`src/rtl/cic_stereo_collector_pkg.sv`:
```
`default_nettype none
// ============================================================================
//  Module   : cic_pkg
//  Brief    : Shared types and constants for the CIC stereo collector.
//  Revision : 1.0 - initial release
// ============================================================================
package cic_pkg;

    localparam int SAMPLE_W = 16;

    localparam logic CH_LEFT  = 1'b0;
    localparam logic CH_RIGHT = 1'b1;

    typedef enum logic [0:0] {
        WAIT_L = 1'b0,
        WAIT_R = 1'b1
    } state_t;

endpackage : cic_pkg
`default_nettype wire

```
`src/rtl/cic_stereo_collector_if.sv`:
```
`default_nettype none
// ============================================================================
//  Module   : cic_stereo_collector_if
//  Brief    : Channel-tagged sample sink plus stereo pair source handshakes.
//  Revision : 1.0 - initial release
// ============================================================================
interface cic_stereo_collector_if
    import cic_pkg::*;
#(
    parameter int DATA_W = SAMPLE_W
);
    logic [DATA_W-1:0] snk_data;
    logic              snk_channel;
    logic              snk_valid;
    logic              snk_ready;
    logic [1:0]        snk_error;
    logic              snk_sop;
    logic              snk_eop;

    logic [DATA_W-1:0] pair_left;
    logic [DATA_W-1:0] pair_right;
    logic              pair_valid;
    logic              pair_ready;

    // Environment side: CIC source and mixer consumer.
    modport master (
        output snk_data, snk_channel, snk_valid, snk_error, snk_sop, snk_eop,
        input  snk_ready,
        input  pair_left, pair_right, pair_valid,
        output pair_ready
    );

    // Collector side.
    modport slave (
        input  snk_data, snk_channel, snk_valid, snk_error, snk_sop, snk_eop,
        output snk_ready,
        output pair_left, pair_right, pair_valid,
        input  pair_ready
    );

endinterface : cic_stereo_collector_if
`default_nettype wire

```
`src/rtl/cic_stereo_collector_pair_fifo.sv`:
```
`default_nettype none
// ============================================================================
//  Module   : pair_fifo
//  Brief    : Synchronous show-ahead FIFO; head entry is always on rd_data.
//  Revision : 1.0 - initial release
// ============================================================================
module pair_fifo #(
    parameter int WIDTH = 32,
    parameter int DEPTH = 4
) (
    input  wire logic             clk,
    input  wire logic             reset_n,
    input  wire logic             push,
    input  wire logic [WIDTH-1:0] wr_data,
    input  wire logic             pop,
    output logic      [WIDTH-1:0] rd_data,
    output logic                  full,
    output logic                  empty
);
    localparam int AW = $clog2(DEPTH);
    localparam int CW = AW + 1;

    localparam logic [AW-1:0] c_ptr_one = AW'(1);
    localparam logic [CW-1:0] c_cnt_one = CW'(1);
    localparam logic [CW-1:0] c_cnt_max = CW'(DEPTH);

    logic [WIDTH-1:0] r_mem [DEPTH];
    logic [AW-1:0]    r_wr_ptr;
    logic [AW-1:0]    r_rd_ptr;
    logic [CW-1:0]    r_count;
    logic             w_push;
    logic             w_pop;

    assign w_push  = push && !full;
    assign w_pop   = pop && !empty;
    assign full    = (r_count == c_cnt_max);
    assign empty   = (r_count == '0);
    assign rd_data = r_mem[r_rd_ptr];

    // Pointers wrap naturally because DEPTH is a power of two.
    always_ff @(posedge clk or negedge reset_n) begin
        if (!reset_n) begin
            r_wr_ptr <= '0;
            r_rd_ptr <= '0;
            r_count  <= '0;
            for (int i = 0; i < DEPTH; i++) begin
                r_mem[i] <= '0;
            end
        end else begin
            if (w_push) begin
                r_mem[r_wr_ptr] <= wr_data;
                r_wr_ptr        <= r_wr_ptr + c_ptr_one;
            end
            if (w_pop) begin
                r_rd_ptr <= r_rd_ptr + c_ptr_one;
            end
            case ({w_push, w_pop})
                2'b10:   r_count <= r_count + c_cnt_one;
                2'b01:   r_count <= r_count - c_cnt_one;
                default: r_count <= r_count;
            endcase
        end
    end

endmodule : pair_fifo
`default_nettype wire

```
`src/rtl/cic_stereo_collector.sv`:
```
`default_nettype none
// ============================================================================
//  Module   : cic_stereo_collector
//  Brief    : Pairs left/right CIC samples into a FIFO for the mixer and
//             keeps sticky sequence/error status.
//  Revision : 1.0 - initial release
// ============================================================================
module cic_stereo_collector
    import cic_pkg::*;
#(
    parameter int DATA_W     = SAMPLE_W,
    parameter int FIFO_DEPTH = 4,
    parameter int ERR_CNT_W  = 8
) (
    input  wire logic                 clk,
    input  wire logic                 reset_n,
    cic_stereo_collector_if.slave     bus,
    output logic                      seq_err,
    output logic [ERR_CNT_W-1:0]      err_count,
    input  wire logic                 status_clr
);
    localparam logic [ERR_CNT_W-1:0] c_err_one = ERR_CNT_W'(1);

    state_t                  r_state;
    state_t                  w_state_nxt;
    logic [DATA_W-1:0]       r_hold_l;
    logic                    r_seq_err;
    logic [ERR_CNT_W-1:0]    r_err_count;

    logic                    w_accept;
    logic                    w_errored;
    logic                    w_push;
    logic                    w_hold_ld;
    logic                    w_seq_set;
    logic                    w_err_inc;
    logic                    w_full;
    logic                    w_empty;
    logic                    w_pop;
    logic [2*DATA_W-1:0]     w_head;
    logic                    w_unused_framing;

    // Packet framing carries no meaning for pairing.
    assign w_unused_framing = bus.snk_sop ^ bus.snk_eop;

    assign bus.snk_ready = reset_n && ((r_state == WAIT_L) || !w_full);
    assign w_accept      = bus.snk_valid && bus.snk_ready;
    assign w_errored     = |bus.snk_error;

    assign w_pop          = !w_empty && bus.pair_ready;
    assign bus.pair_valid = !w_empty;
    assign bus.pair_left  = w_head[2*DATA_W-1:DATA_W];
    assign bus.pair_right = w_head[DATA_W-1:0];

    assign seq_err   = r_seq_err;
    assign err_count = r_err_count;

    always_ff @(posedge clk or negedge reset_n) begin
        if (!reset_n) begin
            r_state <= WAIT_L;
        end else begin
            r_state <= w_state_nxt;
        end
    end

    always_comb begin
        w_state_nxt = r_state;
        w_push      = 1'b0;
        w_hold_ld   = 1'b0;
        w_seq_set   = 1'b0;
        w_err_inc   = 1'b0;
        if (w_accept) begin
            if (w_errored) begin
                // Abandon any half-built pair so the next left starts fresh.
                w_err_inc   = 1'b1;
                w_state_nxt = WAIT_L;
            end else begin
                case (r_state)
                    WAIT_L: begin
                        if (bus.snk_channel == CH_LEFT) begin
                            w_hold_ld   = 1'b1;
                            w_state_nxt = WAIT_R;
                        end else begin
                            w_seq_set = 1'b1;
                        end
                    end
                    WAIT_R: begin
                        if (bus.snk_channel == CH_RIGHT) begin
                            w_push      = 1'b1;
                            w_state_nxt = WAIT_L;
                        end else begin
                            w_hold_ld = 1'b1;
                            w_seq_set = 1'b1;
                        end
                    end
                    default: w_state_nxt = WAIT_L;
                endcase
            end
        end
    end

    always_ff @(posedge clk or negedge reset_n) begin
        if (!reset_n) begin
            r_hold_l    <= '0;
            r_seq_err   <= 1'b0;
            r_err_count <= '0;
        end else begin
            if (w_hold_ld) begin
                r_hold_l <= bus.snk_data;
            end
            // A clear in the same cycle as a new event wins.
            if (status_clr) begin
                r_seq_err   <= 1'b0;
                r_err_count <= '0;
            end else begin
                if (w_seq_set) begin
                    r_seq_err <= 1'b1;
                end
                if (w_err_inc && !(&r_err_count)) begin
                    r_err_count <= r_err_count + c_err_one;
                end
            end
        end
    end

    pair_fifo #(
        .WIDTH (2*DATA_W),
        .DEPTH (FIFO_DEPTH)
    ) u_pair_fifo (
        .clk     (clk),
        .reset_n (reset_n),
        .push    (w_push),
        .wr_data ({r_hold_l, bus.snk_data}),
        .pop     (w_pop),
        .rd_data (w_head),
        .full    (w_full),
        .empty   (w_empty)
    );

endmodule : cic_stereo_collector
`default_nettype wire

```
`src/flat_wrapper.sv`:
```
// flat-port wrapper written by rule: the top's interface ports become plain ports
module cic_stereo_collector_flat import cic_pkg::*;
#(
    parameter int DATA_W     = SAMPLE_W,
    parameter int FIFO_DEPTH = 4,
    parameter int ERR_CNT_W  = 8
)
  (clk, reset_n, seq_err, err_count, status_clr, bus_snk_data, bus_snk_channel, bus_snk_valid, bus_snk_error, bus_snk_sop, bus_snk_eop, bus_snk_ready, bus_pair_left, bus_pair_right, bus_pair_valid, bus_pair_ready);
  cic_stereo_collector_if #(.DATA_W(DATA_W)) bus_i ();
  input  wire logic clk;
  input  wire logic reset_n;
  output logic seq_err;
  output logic [ERR_CNT_W-1:0] err_count;
  input  wire logic status_clr;
  input wire logic [$bits(bus_i.snk_data)-1:0] bus_snk_data;
  input wire logic [$bits(bus_i.snk_channel)-1:0] bus_snk_channel;
  input wire logic [$bits(bus_i.snk_valid)-1:0] bus_snk_valid;
  input wire logic [$bits(bus_i.snk_error)-1:0] bus_snk_error;
  input wire logic [$bits(bus_i.snk_sop)-1:0] bus_snk_sop;
  input wire logic [$bits(bus_i.snk_eop)-1:0] bus_snk_eop;
  output wire logic [$bits(bus_i.snk_ready)-1:0] bus_snk_ready;
  output wire logic [$bits(bus_i.pair_left)-1:0] bus_pair_left;
  output wire logic [$bits(bus_i.pair_right)-1:0] bus_pair_right;
  output wire logic [$bits(bus_i.pair_valid)-1:0] bus_pair_valid;
  input wire logic [$bits(bus_i.pair_ready)-1:0] bus_pair_ready;
  assign bus_i.snk_data = bus_snk_data;
  assign bus_i.snk_channel = bus_snk_channel;
  assign bus_i.snk_valid = bus_snk_valid;
  assign bus_i.snk_error = bus_snk_error;
  assign bus_i.snk_sop = bus_snk_sop;
  assign bus_i.snk_eop = bus_snk_eop;
  assign bus_snk_ready = bus_i.snk_ready;
  assign bus_pair_left = bus_i.pair_left;
  assign bus_pair_right = bus_i.pair_right;
  assign bus_pair_valid = bus_i.pair_valid;
  assign bus_i.pair_ready = bus_pair_ready;
  cic_stereo_collector #(.DATA_W(DATA_W), .FIFO_DEPTH(FIFO_DEPTH), .ERR_CNT_W(ERR_CNT_W)) u_core (.clk(clk), .reset_n(reset_n), .bus(bus_i), .seq_err(seq_err), .err_count(err_count), .status_clr(status_clr));
endmodule
```
`config.mk`:
```
export PLATFORM = sky130hd
export DESIGN_NAME = cic_stereo_collector_flat
export DESIGN_NICKNAME = d
export VERILOG_FILES = /design/src/rtl/cic_stereo_collector_pkg.sv /design/src/rtl/cic_stereo_collector_if.sv /design/src/rtl/cic_stereo_collector_pair_fifo.sv /design/src/rtl/cic_stereo_collector.sv /design/src/flat_wrapper.sv
export SDC_FILE = /design/constraint.sdc
export NUM_CORES = 1
export LEC_CHECK = 0
export CAP_MARGIN = 5
export CORE_MARGIN = 1
export CORE_UTILIZATION = 50
export DETAILED_ROUTE_END_ITERATION = 16
export PLACE_DENSITY = 0.72
export SYNTH_ARGS = -nofsm -noshare
export SYNTH_HDL_FRONTEND = slang
export SYNTH_HIERARCHICAL = 1
export SYNTH_SLANG_ARGS = --single-unit
```
`constraint.sdc`:
```
create_clock -name clk -period 2.9 [get_ports clk]
set_input_delay 0.29 -clock clk [delete_from_list [all_inputs] [get_ports clk]]
set_output_delay 0.29 -clock clk [all_outputs]
set_load 0.02 [all_outputs]
```
==> impl_metrics.yaml <==
sta:
  clock.fmax_mhz: 380
  holdWs_ps: -9.05
  slew_violations: 0
  rsz0062_at_grt: "no"
  fin_skew_ps: 5.90
  hold_viol: 18
  tns_ps: 0
  period_share: 0.907
  setup_viol: 0
  fin_ws_ps: 269
  tightestPinTransition_ps: 884
  post-route-min-period_ps: 2630
  slew_headroom: 0.411
flow_run:
  maxCapViolCount: 0
routing:
  initialDrtViolationCount: 219
  antenna_left: 0
  drcViolationCount: 0
  drt_wl_total_um: 13900
  detail_route.wl_per_cell_um: 19.5
  vias_per_cell: 5.64
  dr.pass1.iters: 4
  num_vias: 4021
synth:
  synthAdderAreaFrac: 0.0149
  synth_compound_area_frac: 0.0203
  synthSimpleGateAreaFrac: 0.0302
  async_reset_ff_frac: 1.00
  synth_warnings: 6
  synthCells: 446
  synthMuxAreaShare: 0.333
  synth-xor-area-share: 0.00730
  synth_top_family_by_area: "multiplexers"
  synth_seq_cells: 161
  synth-edff-count: 0
  synth_nets: 480
  synth-main-ff-cell: "dfrtp_1"
  syn_area_per_cell_um2: 16.1
  ys_seq_area_frac: 0.560
  syn_area_um2: 7200
  ys_types: 38
clock_tree:
  htreeDepth: 4
  root_buffer: "clkbuf_16"
  clk_pin_slew_worst_paths_ps: 60
  ctsLongestPathBuffers: 2
  postCtsSetupBuffers: 0
  clk_latency_ps: 420
  cts.sinks: 161
  tritoncts: "done"
  cts_resized: 0
  hold_buffers: 0
  cts_buffers: 17
placement:
  gp_congestion: 0.745
  place_hpwl_um: 8370
  pre_cts_ws_ps: 368
  portBuffers: 66
  dpl-instance-area_um2: 8060
cells_and_area:
  seqCellArea_um2: 4030
  nets: 554
  layout_commonest_cell: "dfrtp_1"
  multi_input_area_um2: 2950
  diodes: 0
  area_growth_syn_to_layout_pct: 21.5
  n_fill_cell: 1054
  finish.instance_area_um2: 8740
  drive_gt1_frac: 0.441
  most-common-layout-cells: "dfrtp_1, mux2_2, clkdlybuf4s50_1"
critical_path:
  worstPathCellList: "buf_12 > mux4_2 > clkdlybuf4s50_1"
  critPathArrivalTime_ps: 2340
  worst_path_dominant_cell_family: "buffers and inverters"
  required_ps: 2610
  start_kind: "flip-flop"
  critPathSlowestCell: "mux4_2"
  crit_path_end_kind: "output port"
  regToRegStartpoint: "u_core/u_pair_fifo/r_count[2]"
  cp.buffers_inverters: 2
  crit_path_max_incr_delay_ps: 560
  crit_type: "reg -> out"
  crit_path_max_fanout: 21
  crit_start: "u_core/u_pair_fifo/r_rd_ptr[0]"
pwr:
  p_leak_nw: 4.04
  fin_total_pwr_mw: 6.23
  vdd_ir_drop_max_uv: 467
  power_density_nw_per_um2: 712
min_path:
  hp-class: "in -> async"
die:
  core_um2: 14000
  die_h_um: 122
  core.rowCount: 43
  initial_core_util: 0.515
  dieArea_um2: 14900
  io_pins: 69
  die_w_um: 122
global_route:
  grt_pass1_wl_um: 22900
  globalRoute.totalOverflow: 0
  grt_max_degree: 162
  grt_use_total: 0.208
  use_met3: 0.0604
  use_met1: 0.275
  grt_use_met2: 0.325
  busiest_layer: "met2"
  grt_pass1_vias: 4361
  antenna_found_initial: 0
status:
  violations: "hold timing"
  outcome: "finished with violations"
## final cells by class
type	count	share of cell area
clock inverter	13	0.0266
clock buffer	19	0.0518
timing repair buffer	81	0.0943
sequential	161	0.461
multi-input combinational	252	0.338
tap	180	0.0258
inverter	7	0.00301
## registers in the layout (all words and copies together) (netlist names)
| signal | cells |
|---|---|
| u_core/r_state | 1 |
| u_core/u_pair_fifo/r_count | 3 |
| u_core/u_pair_fifo/r_wr_ptr | 2 |
| u_core/u_pair_fifo/r_rd_ptr | 2 |
| u_core/r_hold_l | 16 |
| u_core/u_pair_fifo/r_mem | 128 |
| u_core/err_count | 8 |
| u_core/seq_err | 1 |
## stage by stage
stage / hold WS [ps] / utilization / cells
global route: 95.7 / 0.625 / 713
detailed placement: 490 / 0.576 / 681
global placement: 483 / 0.576 / 681
floorplan: -5.59 / - / 446
finish: -9.05 / 0.625 / 713
CTS: 87.7 / 0.625 / 713
## cell usage after synthesis (all sizes together) (3+ instances only)
library cell  instances  share of area
xnor2                 3         0.0037
clkbuf                4         0.0023
nand4                 3         0.0026
o21ai                 3         0.0021
mux2                145           0.23
nand2                 7         0.0037
or4                   4         0.0042
or3                   3         0.0026
xor2                  3         0.0037
nor2                  8         0.0042
buf                  22          0.029
ha                    7          0.012
o31ai                 6         0.0063
mux4                 32           0.10
nand3                 3         0.0021
inv                   7         0.0037
dfrtp               161           0.56
a21oi                 9         0.0063
## cell families after synthesis
logic type | count (synthesis)
and+or+nand+nor | 38
AOI/OAI and AO/OA | 22
xor gates and xnor gates | 6
buffers and inverters | 33
muxes | 178
adders and majority gates | 8
DFF | 161
## per-layer routing
metal | vias up | share of wire
met5 | - | 0
met4 | 0 | 0.013
met3 | 14 | 0.042
met2 | 76 | 0.50
met1 | 2138 | 0.44
li1 | 1793 | -
## where the power goes
group          switching, mW  internal, mW  leakage [nW]  total (mW)
Combinational          0.521         0.559          1.52        1.08
Sequential             0.180          2.42          2.20        2.60
Clock                  0.891          1.66         0.321        2.55
Total                   1.59          4.64          4.04        6.23
## worst paths after layout
check / end / slack, ps / cells after the start
setup / recovery: bus_pair_left[1] / 270 / 3
min in group clk: u_core/r_state / 270 / 4
hold reg to reg: u_core/seq_err / 500 / 2
max in group asynchronous: u_core/u_pair_fifo/r_mem[7] / 2230 / 2
setup reg to reg: u_core/u_pair_fifo/r_mem[0] / 560 / 7
hold / removal: u_core/u_pair_fifo/r_mem[31] / -9 / 2
Note: power is estimated with default switching activity, not from simulation.
